<file path="config.mk">
export PLATFORM = sky130hd
export DESIGN_NAME = i2s_sample_scheduler
export DESIGN_NICKNAME = d
export VERILOG_FILES = /design/src/rtl/i2s_pkg.sv /design/src/rtl/sat_counter.sv /design/src/rtl/i2s_sample_scheduler.sv
export SDC_FILE = /design/constraint.sdc
export NUM_CORES = 1
export LEC_CHECK = 0
export CORE_MARGIN = 2
export CORE_UTILIZATION = 29
export DETAILED_ROUTE_END_ITERATION = 6
export PLACE_DENSITY = 0.62
export SLEW_MARGIN = 30
export SYNTH_ARGS = -nofsm -noshare
export SYNTH_HDL_FRONTEND = slang
export SYNTH_SLANG_ARGS = --single-unit
</file>
<file path="constraint.sdc">
create_clock -name clk -period 3.33 [get_ports clk]
set_input_delay 0.8325 -clock clk [delete_from_list [all_inputs] [get_ports clk]]
set_output_delay 0.8325 -clock clk [all_outputs]
set_load 0.03 [all_outputs]
</file>
<file path="src/rtl/i2s_pkg.sv">
// Shared types and default widths for the I2S sample scheduler slice.
package i2s_pkg;

  localparam int unsigned DataWidth        = 12;
  localparam int unsigned SerialDataWidth  = 24;
  localparam int unsigned ScaleWidth       = 6;
  localparam int unsigned ClockConfigWidth = 6;

  typedef enum logic [1:0] {
    IDLE     = 2'd0,
    RECONFIG = 2'd1,
    ISSUE    = 2'd2,
    WAIT     = 2'd3
  } sched_state_e;

endpackage

</file>
<file path="src/rtl/sat_counter.sv">
// Saturating up-counter: sticks at all-ones instead of wrapping.
module sat_counter #(
  parameter int unsigned Width = 8
) (
  input  logic             clk,
  input  logic             resetN,
  input  logic             inc,
  input  logic             clear,
  output logic [Width-1:0] count
);

  always_ff @(posedge clk or negedge resetN) begin
    if (!resetN) begin
      count <= '0;
    end else if (clear) begin
      count <= '0;
    end else if (inc && (count != '1)) begin
      count <= count + Width'(1);
    end
  end

endmodule

</file>
<file path="src/rtl/i2s_sample_scheduler.sv">
// Per-frame audio sequencer: ADC capture -> processing handshake -> DAC,
// with I2S config applied only between samples under a held i2sReset.
module i2s_sample_scheduler
  import i2s_pkg::*;
#(
  parameter int unsigned DataWidth        = i2s_pkg::DataWidth,
  parameter int unsigned ClockConfigWidth = i2s_pkg::ClockConfigWidth,
  parameter int unsigned ScaleWidth       = i2s_pkg::ScaleWidth,
  parameter int unsigned TimeoutWidth     = 16,
  parameter int unsigned ReconfigHold     = 4,
  parameter int unsigned CountWidth       = 8
) (
  input  logic                        clk,
  input  logic                        resetN,
  input  logic                        cfgWrite,
  input  logic [ClockConfigWidth-1:0] cfgClockConfig,
  input  logic [ScaleWidth-1:0]       cfgAdcScale,
  input  logic [ScaleWidth-1:0]       cfgDacScale,
  output logic                        cfgPending,
  output logic [ClockConfigWidth-1:0] clockConfig,
  output logic [ScaleWidth-1:0]       adcScaleRaw,
  output logic [ScaleWidth-1:0]       dacScaleRaw,
  output logic                        i2sReset,
  input  logic [DataWidth-1:0]        adcData,
  input  logic                        adcValidPulse,
  input  logic                        bypass,
  output logic [DataWidth-1:0]        procData,
  output logic                        procValid,
  input  logic                        procReady,
  input  logic [DataWidth-1:0]        resData,
  input  logic                        resValid,
  output logic                        resReady,
  output logic [DataWidth-1:0]        dacData,
  input  logic [TimeoutWidth-1:0]     timeoutCycles,
  output logic [CountWidth-1:0]       overrunCount,
  output logic [CountWidth-1:0]       timeoutCount
);

  localparam int unsigned HoldWidth = $clog2(ReconfigHold + 1);
  localparam logic [HoldWidth-1:0] HoldLast = HoldWidth'(ReconfigHold - 1);

  sched_state_e state, stateNext;

  logic [HoldWidth-1:0]        holdCnt, holdNext;
  logic [TimeoutWidth-1:0]     timer, timerNext;
  logic [DataWidth-1:0]        sampleNext, dacNext;
  logic [ClockConfigWidth-1:0] shadowClock;
  logic [ScaleWidth-1:0]       shadowAdcScale, shadowDacScale;
  logic                        applyCfg, overrunInc, timeoutInc, timeoutHit;

  assign timeoutHit = (timeoutCycles != '0) &&
                      (timer == (timeoutCycles - TimeoutWidth'(1)));

  // State register
  always_ff @(posedge clk or negedge resetN) begin
    if (!resetN) begin
      state <= RECONFIG;
    end else begin
      state <= stateNext;
    end
  end

  // Next-state and datapath decisions
  always_comb begin
    stateNext  = state;
    holdNext   = holdCnt;
    timerNext  = timer + TimeoutWidth'(1);
    sampleNext = procData;
    dacNext    = dacData;
    applyCfg   = 1'b0;
    overrunInc = 1'b0;
    timeoutInc = 1'b0;
    case (state)
      RECONFIG: begin
        overrunInc = adcValidPulse;
        if (holdCnt == HoldLast) begin
          stateNext = IDLE;
        end else begin
          holdNext = holdCnt + HoldWidth'(1);
        end
      end
      IDLE: begin
        if (cfgPending) begin
          applyCfg  = 1'b1;
          holdNext  = '0;
          stateNext = RECONFIG;
        end else if (adcValidPulse) begin
          if (bypass) begin
            dacNext = adcData;
          end else begin
            sampleNext = adcData;
            timerNext  = '0;
            stateNext  = ISSUE;
          end
        end
      end
      ISSUE: begin
        overrunInc = adcValidPulse;
        if (procReady) begin
          stateNext = WAIT;
        end else if (timeoutHit) begin
          timeoutInc = 1'b1;
          stateNext  = IDLE;
        end
      end
      WAIT: begin
        overrunInc = adcValidPulse;
        if (resValid) begin
          dacNext   = resData;
          stateNext = IDLE;
        end else if (timeoutHit) begin
          timeoutInc = 1'b1;
          stateNext  = IDLE;
        end
      end
      default: stateNext = RECONFIG;
    endcase
  end

  // Datapath and handshake registers; strobes track the next state
  always_ff @(posedge clk or negedge resetN) begin
    if (!resetN) begin
      holdCnt   <= '0;
      timer     <= '0;
      procData  <= '0;
      dacData   <= '0;
      procValid <= 1'b0;
      resReady  <= 1'b0;
      i2sReset  <= 1'b1;
    end else begin
      holdCnt   <= holdNext;
      timer     <= timerNext;
      procData  <= sampleNext;
      dacData   <= dacNext;
      procValid <= (stateNext == ISSUE);
      resReady  <= (stateNext == WAIT);
      i2sReset  <= (stateNext == RECONFIG);
    end
  end

  // Shadow/applied config; an apply consumes the shadow as it was before this edge
  always_ff @(posedge clk or negedge resetN) begin
    if (!resetN) begin
      shadowClock    <= '0;
      shadowAdcScale <= '0;
      shadowDacScale <= '0;
      clockConfig    <= '0;
      adcScaleRaw    <= '0;
      dacScaleRaw    <= '0;
      cfgPending     <= 1'b0;
    end else begin
      if (applyCfg) begin
        clockConfig <= shadowClock;
        adcScaleRaw <= shadowAdcScale;
        dacScaleRaw <= shadowDacScale;
      end
      if (cfgWrite) begin
        shadowClock    <= cfgClockConfig;
        shadowAdcScale <= cfgAdcScale;
        shadowDacScale <= cfgDacScale;
      end
      cfgPending <= cfgWrite | (cfgPending & ~applyCfg);
    end
  end

  sat_counter #(.Width(CountWidth)) uOverrunCounter (
    .clk    (clk),
    .resetN (resetN),
    .inc    (overrunInc),
    .clear  (1'b0),
    .count  (overrunCount)
  );

  sat_counter #(.Width(CountWidth)) uTimeoutCounter (
    .clk    (clk),
    .resetN (resetN),
    .inc    (timeoutInc),
    .clear  (1'b0),
    .count  (timeoutCount)
  );

endmodule
</file>
# Word-level counts from Yosys, hierarchy flattened
# Index checks and enable logic that the tools add are counted.
# Widths: inputs -> output; s select.
# totals
wordCells	81
ff_bits	101
inputBits	65
output_inout_bits	62
# op_classes
n_mux	27
n_bitwise	5
addsub	5
n_reduce_logical	11
eq_ne	16
# op_table
cell	n
$mux 16	4
$mux 12	4
$pmux 12 s2	1
$add 16x1->16 const B	1
$add 8x1->8 const B	2
$eq 16x16->1	1
$ne 8x8->1 const B	2
$reduce_bool 16->1	1
$sub 16x1->16 const B	1
$mux 2	7
$ne 2x2->1 const B	6
$eq 2x2->1 const B	4
$pmux 2 s4	1
$mux 1	6
$mux 3	2
$pmux 3 s2	1
$reduce_and 5->1	1
$eq 2x1->1 const B	2
$reduce_and 4->1	1
$reduce_bool 2->1	2
$add 3x1->3 const B	1
$eq 3x2->1 const B	1
$logic_and 1x1->1	3
$not 1->1	3
other kinds (6)	6

# Depth between registers and ports, before layout
# Gate-level depths: netlist (run 1).
# logic_depth
word_depth	7
mapped_depth	9

# Hierarchy
# From an unflattened synthesis (run 1), not the netlist that was laid out.
# hier_totals
hier_cells	471
area_unflattened_um2	5112.4
# by_module_without_submodules
module	n_inst	cells_per_inst	area_per_inst_um2
i2s_sample_scheduler	1	373	4184.0
sat_counter	2	49	464.2

# Worst setup path before layout (run 1)
# No wires, ideal clock.
# synth_path
path_kind	input -> register
from	input timeoutCycles[3]
to	register i2sReset
setup_slack_ps	-56
path_stages	8
setup_ps	77
required_ps	3253
arrival_ps	3308
path_cell_list	clkbuf_2 > or4_4 > or3_1 > a2111o_1 > nor4_4 > a41oi_2 > mux4_2 > and2_1
# synth_via
elab_chain_cells	7
# synth_rtl
element	line	source
start: declaration	i2s_sample_scheduler.sv:34	input logic [TimeoutWidth-1:0] timeoutCycles,
$sub 16x1->16	i2s_sample_scheduler.sv:52	(timer == (timeoutCycles - TimeoutWidth'(1)));
$eq 16x16->1	i2s_sample_scheduler.sv:52	
$logic_and 1x1->1 (*)	i2s_sample_scheduler.sv:51	assign timeoutHit = (timeoutCycles != '0) &&
$mux 2 (*)	i2s_sample_scheduler.sv:101, i2s_sample_scheduler.sv:111	
$mux 2 (on tied branches)	i2s_sample_scheduler.sv:108, i2s_sample_scheduler.sv:99	
$pmux 2 s4 (*)	i2s_sample_scheduler.sv:73	case (state)
via stateNext[0]	i2s_sample_scheduler.sv:42	sched_state_e state, stateNext;
$eq 2x1->1 (*)	i2s_sample_scheduler.sv:137	i2sReset <= (stateNext == RECONFIG);
end signal: assignment	i2s_sample_scheduler.sv:137	
end: declaration	i2s_sample_scheduler.sv:23	output logic i2sReset,
# Mark *: on every way through the listed nets, which the timed path passes. The rest lies on a longest branch.
# A chain may end at the register's enable or synchronous reset.

==> results of run 1 <==
[worst max-delay path, cell delays in order]
cell and delay, ps:
dlygate4sd2_1 240, or4_4 520, or3_1 320, a2111o_1 420
nor4_4 250, a41oi_2 180, mux4_2 550, o211ai_1 200
[metrics by stage]
step	instance area [um^2]	setup TNS, ps	hold slack (ps)	std cells
final	6950	0	486	806
after detailed placement	6590	-7020	475	790
after floorplan	4840	0	456	423
after global placement	6590	-6320	465	790
after CTS	6920	0	494	806
after global routing	6950	-34.8	505	806
[sequential cells by signal, summed over array words and instances (netlist names)]
signal / cells
adcScaleRaw: 6
cfgPending: 1
clockConfig: 6
dacData: 12
dacScaleRaw: 6
holdCnt: 3
i2sReset: 1
procData: 12
procValid: 1
resReady: 1
shadowAdcScale: 6
shadowClock: 6
shadowDacScale: 6
state: 2
timer: 16
uOverrunCounter.count: 8
uTimeoutCounter.count: 8
[synthesized netlist by cell type, types with 4 or more instances]
cell type	n
a21oi_1	6
and3_1	4
clkbuf_1	13
dfrtp_1	99
ha_1	6
inv_1	12
mux2_2	50
mux2i_1	13
nand2_1	33
nand3_1	12
nand4_1	5
nor2_1	22
nor2b_1	6
nor3_1	11
nor4_1	5
o21ai_0	23
or3_1	9
xnor2_1	20
xor2_1	22
[routing by layer]
metal	vias up	wire length [um]	global-route usage, %
met1	1876	5390	18.3
li1	1824	-	-
met4	0	225	5.56
met2	103	5900	24.0
met5	-	0	0
met3	18	781	4.15
[power breakdown]
group	leakage (nW)	internal [mW]	switching [mW]
Combinational	1.58	1.09	1.20
Sequential	1.24	1.66	0.368
Clock	0.154	0.666	0.470
[repair_timing]
action / in CTS / in global routing
setup endpoints to repair: 13 / 12
endpoints found under the hold margin: 0 / 0
pin swaps: 6 / 4
gates resized for setup: 8 / 5
[cell families (layout without fill, tap and decap cells)]
logic type | after synthesis | count (layout)
AO/OA/AOI/OAI | 55 | 55
XOR/XNOR | 42 | 42
buffers and inverters | 28 | 191
multiplexers | 64 | 64
adder cells (fa/ha/maj) | 6 | 6
AND/OR/NAND/NOR | 127 | 127
flip-flops | 101 | 101
[worst paths after layout]
path	startpoint	to	slack, ps
hold reg to reg	dacData[5]	dacData[5]	490
setup reg to reg	timer[5]	holdCnt[2]	700
min in group asynchronous	resetN	shadowDacScale[1]	560
max in group asynchronous	resetN	timer[9]	2040
setup / recovery	timeoutCycles[0]	holdCnt[2]	80
hold / removal	dacData[5]	dacData[5]	490
[cell type report]
type                            instances  area, um^2  area share [%]
Multi-Input combinational cell        294        2240            32.3
Tap cell                              220         275            3.96
Clock inverter                          6        93.8            1.35
Timing Repair Buffer                  163        1530            22.1
Inverter                               12        45.0           0.648
Clock buffer                           10         229            3.29
Sequential cell                       101        2530            36.4
==> summary.txt, run 1 <==
Cells and area
  – Layout cell share with drive strength beyond 1: around a fifth
  – Fin nets: 652
  – Layout area overhead: 43.6%
  – Layout Utilization: a little over two fifths
  – Commonest non-fill, non-tap cell in the layout: clkdlybuf4s50_1
  – Most frequent cells in the layout: 119 x clkdlybuf4s50_1, 99 x dfrtp_1, 50 x mux2_2, 38 x buf_4, 33 x nand2_1
  – Fillers: approximately 1,600
  – Antenna diode count: 0

Power and ir drop
  – Leakage power: 2.97 nW
  – IR Drop Worst-Case VDD: about 430 uV
  – Pwr Total: 5.45 mW
  – Pwr dens: ~780 nW/um^2

Yosys
  – Synth top area share: between 50% and 60%
  – Main synth FF type: dfrtp_1
  – XOR/XNOR share of the synthesized area: under 10%
  – Number of flops mapped to enable cells by yosys: 0
  – Post-synth top area cell: dfrtp_1
  – Proportion of synthesized area in mux cells: between 10 and 15%
  – Adder-cell share of the synthesized area: roughly 1.6%
  – Total number of yosys warnings: 0
  – Yosys cell types: 51
  – Post-Syn Area: 4840 um^2
  – Simple-Gate Fraction of Synth Area: 14.0%
  – Mean post-synth cell area: around 11 um^2
  – Ys async rst share: 100%
  – Register area share after synthesis: roughly 52%
  – Largest family of logic cells by synthesized area: multiplexers
  – Post-synthesis compound-gate area fraction: under 10%
  – Syn Nets: 494
  – Seq cells post-synth: about 100
  – Mapped Cells: about 420
  – Largest cells by area after synthesis: dfrtp_1 51%, mux2_2 12%, xor2_1 4.0%

STA
  – Fmax: approximately 300 MHz
  – Period utilisation layout: between 90 and 100%
  – Least-Margin Pin Slew: around 910 ps
  – Final Setup Violations: 0
  – Slew Viols, Final: 0
  – Relative slew slack: 39.2%
  – Final min period: roughly 3300 ps
  – Setup Skew: 10.1 ps
  – RSZ-0062 raised after global routing: true
  – Final count of hold timing violations: 0
  – Worst setup margin: around 80 ps

Clocking
  – Root buffer cell: clkbuf_16
  – Setup bufs post-CTS: 0
  – Number of buffers created by CTS: 9
  – CTS tree: done
  – CTS clock-pin slew for the worst setup and hold paths: approximately 70 ps
  – Clk Latency, worst-skew pair: roughly 350 ps
  – Clock sink total: between 100 and 150
  – H-tree depth: 3
  – Hold_buf cts: 0
  – Clk buf depth: 2

Routing
  – Pre-Repair DR Iteration Count: 4
  – WL per Instance: between 15 and 20 um
  – Vias: about 3,800
  – Final WL: 12.3 mm
  – Starting DRT DRC Count: 129
  – DRC errors left: 0
  – Final ANT Viol Nets: 0
  – Vias per std cell: between 4 and 5

Setup path
  – Critical Path AT: between 3000 and 4000 ps
  – Type of the worst setup path: input pin to register
  – R2R depth: 7
  – Largest driver fanout on the critical path: 5
  – Crit end category: register
  – Critical path data required time: roughly 3600 ps
  – Startpoint types: input pin

Floorplanning
  – Die area: 17,700 um^2
  – Placeable core area: ~16,000 um^2
  – Starting Density: between 20 and 30%
  – Ports: 127
  – Die Wd: between 100 and 150 um
  – Die Ht: 133 um
  – Placement Rows: 47

Placement
  – Gpl congestion: between 0.8 and 0.9
  – DPL Wire Length: ~9.2 mm
  – PortBufs: between 100 and 150
  – Pre-CTS setup slack: -546 ps

Run
  – Max_cap viols: 0

Status
  – Outcome: complete, no violations

Global routing
  – Vias in the first global route: 3,993
  – Initial antenna violation count: 0
  – Gr usage total: 14.6%
  – First-pass GRT wire length: 20.9 mm
  – Maximum number of pins on one net before global-route repair: 62
  – Overflow after GRT: 0

Min path
  – Worst Hold Depth: 2
  – Hold WC Path Type: register to register
Note: power is estimated with default switching activity, not from simulation.
==> run 2: changes to the inputs <==
- CORE_UTILIZATION: 29 -> 49
- PLACE_DENSITY: 0.62 -> 0.9
==> run 2 against run 1 <==
Effect of this change: cell area is 3.0% lower; clock-buffer cell count is 1 higher; critical path type unchanged; routed wire length decreased by 4.0%; sequential power barely moved; worst setup slack lost 0.97 ps; highest routed layer unchanged.
==> summary.txt, run 2 (synthesized netlist as in run 1, its figures left out) <==
Floorplanning
  – Die area: 10,700 um^2 (was 17,700 um^2)
  – Starting Density: 50.0% (was 29.4%)
  – Placeable core area: 9680 um^2 (was 16,500 um^2)
  – Die Wd: 103 um (was 133 um)
  – Ports: 127 (unchanged)
  – Placement Rows: 36 (was 47)
  – Die Ht: 103 um (was 133 um)

Setup path
  – Crit end category: register (unchanged)
  – Crit-path cells: clkdlybuf4s15_1 -> or4_4 -> or3_1 -> a2111o_1 -> nor4_4 -> a41oi_2 -> mux4_2 -> o211ai_1 (was dlygate4sd2_1 -> or4_4 -> or3_1 -> a2111o_1 -> nor4_4 -> a41oi_2 -> mux4_2 -> o211ai_1)
  – Largest stage delay, worst path: 580 ps (was 550 ps)
  – Crit-path slowest cell: mux4_2 (unchanged)
  – Critical Path Stages: 8 (unchanged)
  – Critical path data required time: 3610 ps (was 3590 ps)
  – Critical Path AT: 3530 ps (was 3510 ps)
  – Buf/Inv on CP: 1 (unchanged)
  – Startpoint types: input pin (unchanged)
  – Type of the worst setup path: input pin to register (unchanged)
  – Largest driver fanout on the critical path: 5 (unchanged)
  – Top delay family on crit path: simple AND/OR/NAND/NOR gates (unchanged)
  – R2R depth: 7 (unchanged)

STA
  – Final count of hold timing violations: 0 (unchanged)
  – Relative slew slack: 41.4% (was 39.2%)
  – Setup Skew: 11.4 ps (was 10.1 ps)
  – Final min period: 3250 ps (about the same)
  – Final Setup Violations: 0 (unchanged)
  – Worst setup margin: 78.9 ps (was 79.9 ps)
  – Slew Viols, Final: 0 (unchanged)
  – Period utilisation layout: 97.6% (about the same)
  – Least-Margin Pin Slew: 876 ps (was 909 ps)
  – Fmax: 308 MHz (about the same)

Placement
  – DPL Wire Length: 8.74 mm (was 9.21 mm)
  – Pre-CTS setup slack: -608 ps (was -546 ps)
  – PortBufs: 126 (unchanged)
  – Placed cells: 701 (was 790)
  – Gpl congestion: 0.965 (was 0.891)

Clocking
  – Number of buffers created by CTS: 9 (unchanged)
  – CTS clock-pin slew for the worst setup and hold paths: 90 ps (was 70 ps)
  – Clk buf depth: 2 (unchanged)
  – Clock sink total: 101 (unchanged)
  – CTS tree: done (unchanged)
  – H-tree depth: 3 (unchanged)
  – Root buffer cell: clkbuf_8 (was clkbuf_16)
  – Clk Latency, worst-skew pair: 370 ps (was 350 ps)

Global routing
  – Gr usage total: 23.1% (was 14.6%)
  – Initial antenna violation count: 0 (unchanged)
  – Overflow after GRT: 0 (unchanged)
  – Vias in the first global route: 3,941 (was 3,993)
  – First-pass GRT wire length: 19.1 mm (was 20.9 mm)
  – Maximum number of pins on one net before global-route repair: 60 (was 62)

Routing
  – Vias per std cell: 5.34 (was 4.74)
  – Starting DRT DRC Count: 176 (was 129)
  – Vias: 3,834 (was 3,821)
  – Final ANT Viol Nets: 0 (unchanged)
  – Final WL: 11.8 mm (was 12.3 mm)
  – WL per Instance: 16.4 um (was 15.3 um)
  – DRC errors left: 0 (unchanged)
  – Pre-Repair DR Iteration Count: 4 (unchanged)

Cells and area
  – Layout cell share with drive strength beyond 1: 20.5% (was 20.3%)
  – Number of cells in the finished layout apart from fillers: 718 (was 806)
  – Layout area overhead: 39.3% (was 43.6%)
  – Antenna diode count: 0 (unchanged)
  – Commonest non-fill, non-tap cell in the layout: clkdlybuf4s50_1 (unchanged)
  – Layout Utilization: 69.6% (was 42.2%)
  – Max reg flops: 16 (unchanged)
  – Fin nets: 651 (was 652)
  – Biggest register: timer (unchanged)
  – Biggest regs: timer: 16 flops, dacData: 12 flops, procData: 12 flops (unchanged)
  – Most frequent cells in the layout: 119 x clkdlybuf4s50_1, 99 x dfrtp_1, 50 x mux2_2, 36 x buf_4, 33 x nand2_1 (was 119 x clkdlybuf4s50_1, 99 x dfrtp_1, 50 x mux2_2, 38 x buf_4, 33 x nand2_1)

Power and ir drop
  – Pwr Total: 5.17 mW (was 5.45 mW)
  – IR Drop Worst-Case VDD: 602 uV (was 426 uV)
  – Pwr dens: 766 nW/um^2 (was 784 nW/um^2)
  – Leakage power: 2.92 nW (was 2.97 nW)

Min path
  – Hold WC Path Type: register to register (unchanged)
  – Worst Hold Depth: 2 (unchanged)

Run
  – Max_cap viols: 0 (unchanged)

Status
  – Outcome: complete, no violations (unchanged)
[run 2: cell types whose count changed in the layout (fill, tap and decap cells not counted), moves of 2 or more]
cell	delta
clkbuf_8	+11
clkbuf_16	-9
buf_4	-2
clkdlybuf4s15_1	+2
dlygate4sd2_1	-2
inv_6	-2
[run 2: area by class of cell]
class | instances | area (um^2)
fillers | 681 | 2940
flip-flops and latches | 101 | 2530
multi-input cells | 294 | 2260
repair buffers | 162 | 1530
well taps | 133 | 166
clock buffers | 11 | 151
clock inverters | 5 | 58.8
inverters | 12 | 45.0
[run 2: power breakdown]
part           internal (mW)  switching, mW
clock network          0.388          0.421
registers               1.65          0.370
logic                   1.10           1.24
total                   3.14           2.03
[run 2: worst reg2reg max path, delay by kind of cell, from the launching register on]
kind,cells,cell delay [ps]
XOR/XNOR,1,160
AO/OA/AOI/OAI,3,820
AND/OR/NAND/NOR,2,610
multiplexers,1,580
flip-flops,1,440
[run 2: final timing paths]
path | from | endpoint | slack, ps
setup reg to reg | timer[5] | holdCnt[2] | 650
hold / removal | dacData[2] | dacData[2] | 490
setup / recovery | timeoutCycles[3] | holdCnt[2] | 80
min in group asynchronous | resetN | shadowAdcScale[3] | 500
hold reg to reg | dacData[2] | dacData[2] | 490
max in group asynchronous | resetN | uTimeoutCounter.count[2] | 2010
[run 2: metrics by stage]
step | TNS, ps | hold slack [ps] | cell area (um^2)
after floorplan | 0 | 456 | 4840
after global placement | -5660 | 463 | 6470
after detailed placement | -6940 | 470 | 6470
after CTS | 0 | 490 | 6690
after global routing | -64.3 | 523 | 6740
final | 0 | 490 | 6740
[run 2: timing repair]
action,in CTS,in global routing
hold buffers,0,0
setup buffers,0,1
pin swaps,7,5
setup endpoints to repair,12,9
gates resized for setup,9,9
[run 2: metal layers]
layer / vias to the layer above / share of wire [%] / GRT usage [%]
li1: 1830 / - / -
met1: 1867 / 42 / 29.7
met2: 107 / 49 / 36.8
met3: 30 / 6.3 / 5.71
met4: 0 / 2.9 / 11.1
met5: - / 0 / 0
==> run 3: changes to the inputs <==
--- a/config.mk
+++ b/config.mk
@@ -7,2 +7,3 @@
 export LEC_CHECK = 0
+export ABC_CLOCK_PERIOD_IN_PS = 3330
 export CORE_MARGIN = 2
--- a/constraint.sdc
+++ b/constraint.sdc
@@ -3,2 +3,2 @@
 set_output_delay 0.8325 -clock clk [all_outputs]
-set_load 0.03 [all_outputs]
+set_load 0.005 [all_outputs]
==> results of run 3 <==
The final DEF is identical to that of run 2. Status: complete, no violations.
Main changes from that run: total power 5.17 mW -> 4.64 mW; worst IR drop on VDD 602 uV -> 488 uV
